--- src/rtl/sram_ctrl_pkg.sv ---
// Shared definitions for the single-port SRAM access controller.
// Holds the grant encoding, default widths of the 2 x 96-bit masked macro,
// the response FIFO sizing and a pointer-wrap helper.
package sram_ctrl_pkg;

  localparam int DEF_ADDR_W = 1;
  localparam int DEF_DATA_W = 96;
  localparam int DEF_MASK_W = 2;

  // The response FIFO depth is also the read credit limit.
  localparam int RESP_DEPTH = 2;
  localparam int RESP_CNT_W = $clog2(RESP_DEPTH + 1);
  localparam int RESP_PTR_W = (RESP_DEPTH > 1) ? $clog2(RESP_DEPTH) : 1;
  // Outstanding reads = FIFO count + one in-flight read, so it needs one more bit.
  localparam int RESP_OUT_W = RESP_CNT_W + 1;

  typedef enum logic [1:0] {
    GNT_NONE  = 2'd0,
    GNT_WRITE = 2'd1,
    GNT_READ  = 2'd2
  } grant_e;

  function automatic logic [RESP_PTR_W-1:0] resp_ptr_inc(input logic [RESP_PTR_W-1:0] ptr);
    return (ptr == RESP_PTR_W'(RESP_DEPTH - 1)) ? '0 : ptr + 1'b1;
  endfunction

endpackage

--- src/rtl/sram_resp_fifo.sv ---
// Read-response FIFO, RESP_DEPTH entries, valid/ready output side.
// Ports:
//   i_clk, i_rst_n      clock, synchronous active-low reset
//   i_push, i_push_data write side (no ready: the caller's credit prevents overflow)
//   o_valid, o_data     head of queue
//   i_ready             consumer accepts the head when o_valid is high
//   o_count             occupancy, used by the caller as read credit
module sram_resp_fifo
  import sram_ctrl_pkg::*;
#(
  parameter int DATA_W = DEF_DATA_W
) (
  input  logic                  i_clk,
  input  logic                  i_rst_n,
  input  logic                  i_push,
  input  logic [DATA_W-1:0]     i_push_data,
  output logic                  o_valid,
  output logic [DATA_W-1:0]     o_data,
  input  logic                  i_ready,
  output logic [RESP_CNT_W-1:0] o_count
);

  logic [DATA_W-1:0]     r_mem [RESP_DEPTH];
  logic [RESP_PTR_W-1:0] r_rd_ptr;
  logic [RESP_PTR_W-1:0] r_wr_ptr;
  logic [RESP_CNT_W-1:0] r_count;
  logic                  w_pop;

  assign w_pop   = o_valid && i_ready;
  assign o_valid = (r_count != '0);
  assign o_data  = r_mem[r_rd_ptr];
  assign o_count = r_count;

  always_ff @(posedge i_clk) begin
    if (!i_rst_n) begin
      r_rd_ptr <= '0;
      r_wr_ptr <= '0;
      r_count  <= '0;
      // NOTE: storage is cleared too so the head shows zero data after reset,
      // not stale words from before it.
      for (int i = 0; i < RESP_DEPTH; i++) begin
        r_mem[i] <= '0;
      end
    end else begin
      if (i_push) begin
        r_mem[r_wr_ptr] <= i_push_data;
        r_wr_ptr        <= resp_ptr_inc(r_wr_ptr);
      end
      if (w_pop) begin
        r_rd_ptr <= resp_ptr_inc(r_rd_ptr);
      end
      case ({i_push, w_pop})
        2'b10:   r_count <= r_count + 1'b1;
        2'b01:   r_count <= r_count - 1'b1;
        default: r_count <= r_count;
      endcase
    end
  end

  // The read credit upstream must never let a push land on a full queue.
  always_ff @(posedge i_clk) begin
    if (i_rst_n && i_push) begin
      assert (r_count != RESP_CNT_W'(RESP_DEPTH));
    end
  end

endmodule

--- src/rtl/sram_1p_access_ctrl.sv ---
// Access controller driving the RW0 port of a single-port masked SRAM.
// Arbitrates a write stream and a read stream onto the port (one access per
// cycle, alternating priority on conflicts) and buffers the one-cycle-latency
// read data in a small response FIFO so that responses survive consumer stalls.
// Ports:
//   clock, reset_n                       clock, synchronous active-low reset
//   wr_valid/wr_ready/wr_addr/wr_mask/wr_data   write request stream
//   rd_valid/rd_ready/rd_addr            read request stream
//   resp_valid/resp_ready/resp_data      read response stream
//   mem_en/mem_wmode/mem_addr/mem_wmask/mem_wdata/mem_rdata   SRAM RW0 port
module sram_1p_access_ctrl
  import sram_ctrl_pkg::*;
#(
  parameter int ADDR_W = DEF_ADDR_W,
  parameter int DATA_W = DEF_DATA_W,
  parameter int MASK_W = DEF_MASK_W
) (
  input  logic              clock,
  input  logic              reset_n,
  input  logic              wr_valid,
  output logic              wr_ready,
  input  logic [ADDR_W-1:0] wr_addr,
  input  logic [MASK_W-1:0] wr_mask,
  input  logic [DATA_W-1:0] wr_data,
  input  logic              rd_valid,
  output logic              rd_ready,
  input  logic [ADDR_W-1:0] rd_addr,
  output logic              resp_valid,
  input  logic              resp_ready,
  output logic [DATA_W-1:0] resp_data,
  output logic              mem_en,
  output logic              mem_wmode,
  output logic [ADDR_W-1:0] mem_addr,
  output logic [MASK_W-1:0] mem_wmask,
  output logic [DATA_W-1:0] mem_wdata,
  input  logic [DATA_W-1:0] mem_rdata
);

  grant_e                r_prio;
  logic                  r_rd_inflight;
  grant_e                w_grant;
  logic                  w_prio_flip;
  logic [RESP_CNT_W-1:0] w_fifo_count;
  logic [RESP_OUT_W-1:0] w_outstanding;
  logic                  w_resp_pop;
  logic                  w_rd_can;

  // A read may issue when a FIFO slot is guaranteed by the time its data
  // returns: either fewer than RESP_DEPTH reads are outstanding, or the head
  // is leaving this very cycle.
  assign w_outstanding = RESP_OUT_W'(w_fifo_count) + RESP_OUT_W'(r_rd_inflight);
  assign w_resp_pop    = resp_valid && resp_ready;
  assign w_rd_can      = (w_outstanding < RESP_OUT_W'(RESP_DEPTH)) || w_resp_pop;

  // NOTE: every output of a combinational block gets a default first, so no
  // path through the if-chain can leave a latch behind.
  always_comb begin
    w_grant     = GNT_NONE;
    w_prio_flip = 1'b0;
    if (reset_n) begin
      if (wr_valid && rd_valid && w_rd_can) begin
        w_grant     = r_prio;
        w_prio_flip = 1'b1;
      end else if (wr_valid) begin
        // Also covers the credit-starved conflict: write wins, prio untouched.
        w_grant = GNT_WRITE;
      end else if (rd_valid && w_rd_can) begin
        w_grant = GNT_READ;
      end
    end
  end

  assign wr_ready = (w_grant == GNT_WRITE);
  assign rd_ready = (w_grant == GNT_READ);

  always_comb begin
    mem_en    = (w_grant != GNT_NONE);
    mem_wmode = (w_grant == GNT_WRITE);
    mem_addr  = '0;
    mem_wmask = '0;
    mem_wdata = '0;
    case (w_grant)
      GNT_WRITE: begin
        mem_addr  = wr_addr;
        mem_wmask = wr_mask;
        mem_wdata = wr_data;
      end
      GNT_READ: mem_addr = rd_addr;
      default:  mem_addr = '0;
    endcase
  end

  // NOTE: state registers use non-blocking assignments so every flop samples
  // the pre-edge value of every other flop.
  always_ff @(posedge clock) begin
    if (!reset_n) begin
      r_rd_inflight <= 1'b0;
      r_prio        <= GNT_WRITE;
    end else begin
      r_rd_inflight <= (w_grant == GNT_READ);
      if (w_prio_flip) begin
        r_prio <= (r_prio == GNT_WRITE) ? GNT_READ : GNT_WRITE;
      end
    end
  end

  // mem_rdata is valid the cycle after a read issue, exactly when r_rd_inflight
  // is set; a read in flight across a reset edge is dropped by the FIFO reset.
  sram_resp_fifo #(
    .DATA_W(DATA_W)
  ) u_resp_fifo (
    .i_clk      (clock),
    .i_rst_n    (reset_n),
    .i_push     (r_rd_inflight),
    .i_push_data(mem_rdata),
    .o_valid    (resp_valid),
    .o_data     (resp_data),
    .i_ready    (resp_ready),
    .o_count    (w_fifo_count)
  );

endmodule

--- config.mk ---
export PLATFORM = sky130hd
export DESIGN_NAME = sram_1p_access_ctrl
export DESIGN_NICKNAME = d
export VERILOG_FILES = /design/src/rtl/sram_ctrl_pkg.sv /design/src/rtl/sram_resp_fifo.sv /design/src/rtl/sram_1p_access_ctrl.sv
export SDC_FILE = /design/constraint.sdc
export NUM_CORES = 1
export LEC_CHECK = 0
export CORE_AREA = 4 4 153 155
export CTS_BUF_LIST = sky130_fd_sc_hd__clkbuf_8
export CTS_CLUSTER_SIZE = 8
export DETAILED_ROUTE_END_ITERATION = 8
export DIE_AREA = 0 0 157 159
export DONT_BUFFER_PORTS = 1
export PLACE_DENSITY = 0.62
export RECOVER_POWER = 100
export SLEW_MARGIN = 25
export SYNTH_ARGS = -nofsm -noshare
export SYNTH_HDL_FRONTEND = slang
export SYNTH_SLANG_ARGS = --single-unit
--- constraint.sdc ---
create_clock -name clock -period 9.92 [get_ports clock]
set_input_delay 1.488 -clock clock [delete_from_list [all_inputs] [get_ports clock]]
set_output_delay 1.488 -clock clock [all_outputs]
set_load 0.005 [all_outputs]
After elaboration in Yosys (flattened, before gate mapping)

Memory sizes are Yosys's and may differ from the RTL's. A register that Yosys moved wholly into a read port is not among the register bits.
Index checks and enable logic that the tools add are counted.

Register bits after elaboration: 7
Bits in writable memories: 192
Input bits: 201
Memories kept: 1

Add/subtract/negate cells: 5
$lt $le $gt $ge: 1
Equality and inequality tests: 5
Muxes and demuxes: 22
Reductions and logical operators: 9

Memory list:

| memory            | depth | bits a word | rd ports | clocked after Yosys merged registers in | write ports | RTL line             | RTL |
|---|---|---|---|---|---|---|---|
| u_resp_fifo.r_mem | 2     | 96          | 1        | 1                                       | 2           | sram_resp_fifo.sv:23 | `logic [DATA_W-1:0] r_mem [RESP_DEPTH];` |

Operators with widths:

| cell                                                                         | count |
|---|---|
| 96-bit two-way mux                                                           | 2 |
| 96-bit OR reduction                                                          | 1 |
| 1-bit two-way mux                                                            | 12 |
| 2-bit two-way mux                                                            | 6 |
| 2-bit by 1-bit == test with 1-bit output, second input constant              | 3 |
| 2-bit nonzero test                                                           | 3 |
| 2-bit == test, second input constant                                         | 2 |
| 1-bit logical AND                                                            | 4 |
| 2-bit one-hot mux with 2 select lines                                        | 1 |
| 2-bit by 1-bit adder with 3-bit output                                       | 1 |
| 3-bit by 2-bit less-than comparator with 1-bit output, second input constant | 1 |
| 1-bit adder, second input constant                                           | 2 |
| 2-bit by 1-bit adder with 2-bit output, second input constant                | 1 |
| 1-bit one-hot mux with 2 select lines                                        | 1 |
| 2-bit by 1-bit subtractor with 2-bit output, second input constant           | 1 |
| 1-bit logical OR                                                             | 1 |

Longest topological paths before layout

Word-level depth: 10
Gate-level depth with buffers: 8

By module

A second synthesis with hierarchy kept.

Cell total of the unflattened synthesis: 778
Area total of the unflattened synthesis: 9293.9 µm²

Modules (own cells, without submodules):

| module              | instances | cells each | area each (µm²) |
|---|---|---|---|
| sram_resp_fifo      | 1         | 643        | 8391.8 |
| sram_1p_access_ctrl | 1         | 135        | 902.1 |

Least setup slack after synthesis

No wires, ideal clock.

Kind: register to register
Start: register r_rd_inflight
End: memory u_resp_fifo.r_mem[0][0] in the netlist's numbering, enable pin
Arrival time: 7.194 ns
Required time: 9.237 ns
Path slack: 2.043 ns
Stages on the path, launching flop included: 3
Buffers on the path: 0
Period minus slack after synthesis: 7.877 ns
Cells stage by stage: dfxtp_1 inv_2 o21ai_0

RTL lines:

| item                   | RTL line                   | RTL |
|---|---|---|
| from (decl)            | sram_1p_access_ctrl.sv:40  | `logic r_rd_inflight;` |
| from (signal assigned) | sram_1p_access_ctrl.sv:100 | `r_rd_inflight <= (w_grant == GNT_READ);` |
| to (decl)              | sram_resp_fifo.sv:23       |  |

==> results.cfg <==
[hold_path]
hp-start = r_prio[1]$_SDFFE_PN0P_
hold_path_depth = 2
hold_path_end = r_prio[1]$_SDFFE_PN0P_
hold_class = reg -> reg

[logic_synthesis]
synth.distinct_cells = 34
yosys_warnings = 0
synth_edf_count = 192
synth_nets = 880
syn_inst = 675
synthArstFlopShare_pct = 0
ys.flop_type = edfxtp_1
synth_area_mm2 = 0.00938
yosys_register_bits = 200
yosysSeqAreaShare_pct = 63.2
syn_avg_cell_area_um2 = 13.9

[setup_path]
reg2reg_slack_ns = 3.39
crit_type = reg -> reg
r2r_cells = 3
cp-end-kind = register
critPathArrivalTime_ns = 6.51
cp_max_fo = 78
worstReg2RegEnd = u_resp_fifo.r_mem[0][87]$_SDFFCE_PN0P_
r2r-start = r_rd_inflight$_SDFF_PN0_
start_kind = register
crit_required_ns = 9.90

[floorplan]
num_io_pins = 401
die_w_um = 157
dieArea_mm2 = 0.0250
core_mm2 = 0.0218
core.rowCount = 54
initial_core_util_pct = 43.0
fp.dieH_um = 159

[sta]
finalClockSkew_ns = 0.0216
relSlewSlack_pct = -198
rsz0062_at_grt = false
fin_ws_ns = 3.39
worstMarginPinSlew_ns = 4.48
hold_viol = 0
max_freq_ghz = 0.153
slew_viol_final = 494
setup_viol = 0
final.min_clock_period_ns = 6.53
tns_ns = 0
finalCritPeriodShare_pct = 65.8

[cells_and_area]
drive_gt1_share_pct = 6.60
area_delta_synth_final_pct = 6.59
final_cells = 964
nFillCells = 1946
fin_util_pct = 45.8
mostFrequentLayoutCell = and2_0
fin_nets = 859
mostFrequentLayoutCells = and2_0, edfxtp_1, mux2_1

[placement]
place_inst = 915
io_buffers = 0
pre_cts_ws_ns = 5.05
gp_congestion = 0.985
hpwl_mm = 20.2

[drt]
totalWireLength_mm = 27.5
via_per_inst = 5.42
drtAntennaViolNets = 0
first_iter_violations = 306
first_pass_iters = 5
wire_per_inst_um = 28.6
vias = 5229
drc = 0

[power_and_ir_drop]
ir_drop_mv = 0.0730
p_total_mw = 1.68
p_leak_nw = 3.54
power_density_mw_per_mm2 = 168

[global_routing]
antenna_found_initial = 20
grt_max_degree = 102
first_global_vias = 5271
gr-total-overflow = 0
grt_pass1_wl_mm = 38.5
grt.total_usage_pct = 21.4

[run_status]
violations = max-capacitance violations, max-slew violations
status = finished, violations left

[cts]
cts_tree = done
cts_max_level = 4
insertion_delay_ns = 0.48
cts_root_buffer = clkbuf_8
post_cts_buffers = 0
cts_buffers = 17
ctsResizeCount = 0
ctsHoldBuffers = 0
clock_path_buffers = 2
clock-sinks = 200
path_clk_slew_ns = 0.11

[run]
max_cap_violations = 8
## final cells by class
cell class	instances	area, um2	share of cell area (%)
Inverter	5	18.8	0.188
Sequential cell	200	5930	59.3
Multi-Input combinational cell	425	3170	31.7
Timing Repair Buffer	5	26.3	0.263
Clock buffer	17	234	2.34
Tap cell	280	350	3.51
Antenna cell	17	42.5	0.426
Clock inverter	15	226	2.27
## worst max-delay path, cell delays in order (launching register included)
cell and delay [ns]:
dfxtp_1 0.44, inv_1 0.11, o21ai_0 2.16, clkbuf_1 3.26
## registers in the layout (all words and copies together) (netlist names), named ones only
register	flops
u_resp_fifo.r_mem	192
r_prio	2
u_resp_fifo.o_count	2
r_rd_inflight	1
u_resp_fifo.r_rd_ptr	1
u_resp_fifo.r_wr_ptr	1
## report_power, final
part	total, mW	internal (mW)	switching, mW
Combinational	0.135	0.0472	0.0882
Sequential	0.976	0.963	0.0130
Clock	0.571	0.229	0.342
## per-stage QoR
step / hold slack (ns) / cell area [um2]
final: 0.494 / 9990
after floorplan: 0.434 / 9380
after global routing: 0.528 / 9950
after detailed placement: 0.476 / 9540
after CTS: 0.491 / 10000
after global placement: 0.450 / 9540
## synth_stat cells, types with 2 or more instances
| cell | number | area, um2 |
|---|---|---|
| clkbuf_2 | 3 | 15.0 |
| nor2_1 | 4 | 15.0 |
| nand2_1 | 2 | 7.51 |
| edfxtp_1 | 192 | 5770 |
| nand2b_1 | 3 | 18.8 |
| and2_1 | 291 | 1820 |
| buf_2 | 9 | 45.0 |
| inv_2 | 2 | 7.51 |
| buf_6 | 6 | 67.6 |
| mux2_2 | 96 | 1080 |
| buf_4 | 6 | 45.0 |
| clkbuf_1 | 21 | 78.8 |
| o21ai_0 | 3 | 15.0 |
| inv_1 | 3 | 11.3 |
| dfxtp_1 | 8 | 160 |
| a21oi_1 | 3 | 15.0 |
| xnor2_1 | 3 | 26.3 |
| ha_1 | 4 | 50.1 |
## layer usage
layer | up-vias | wire length (um) | track usage (%)
li1 | 2290 | - | -
met3 | 35 | 3600 | 9.24
met2 | 291 | 13100 | 33.8
met1 | 2605 | 10400 | 27.6
met5 | - | 57 | 0
met4 | 8 | 360 | 4.26
## kinds of logic after synthesis
kind of cell	count (synthesis)	synth area share (%)
mux	96	11.5
simple gates	306	20.4
flops	200	63.2
xor+xnor	4	0.374
buf+inv	50	2.88
compound gates	15	1.11
fa+ha+maj	4	0.534
## worst max path at each step
stage                             startpoint                                endpoint  slack (ns)  cells after the start
global placement                  resp_ready                                mem_addr        5.28                      5
detailed placement                resp_ready                                mem_addr        5.05                      5
global route        r_rd_inflight$_SDFF_PN0_  u_resp_fifo.r_mem[0][54]$_SDFFCE_PN0P_        2.68                      3
finish              r_rd_inflight$_SDFF_PN0_  u_resp_fifo.r_mem[0][87]$_SDFFCE_PN0P_        3.39                      3
floorplan           r_rd_inflight$_SDFF_PN0_   u_resp_fifo.r_mem[0][0]$_SDFFCE_PN0P_        2.04                      2
CTS                               resp_ready                                mem_addr        5.05                      5
Note: power is estimated with default switching activity, not from simulation.
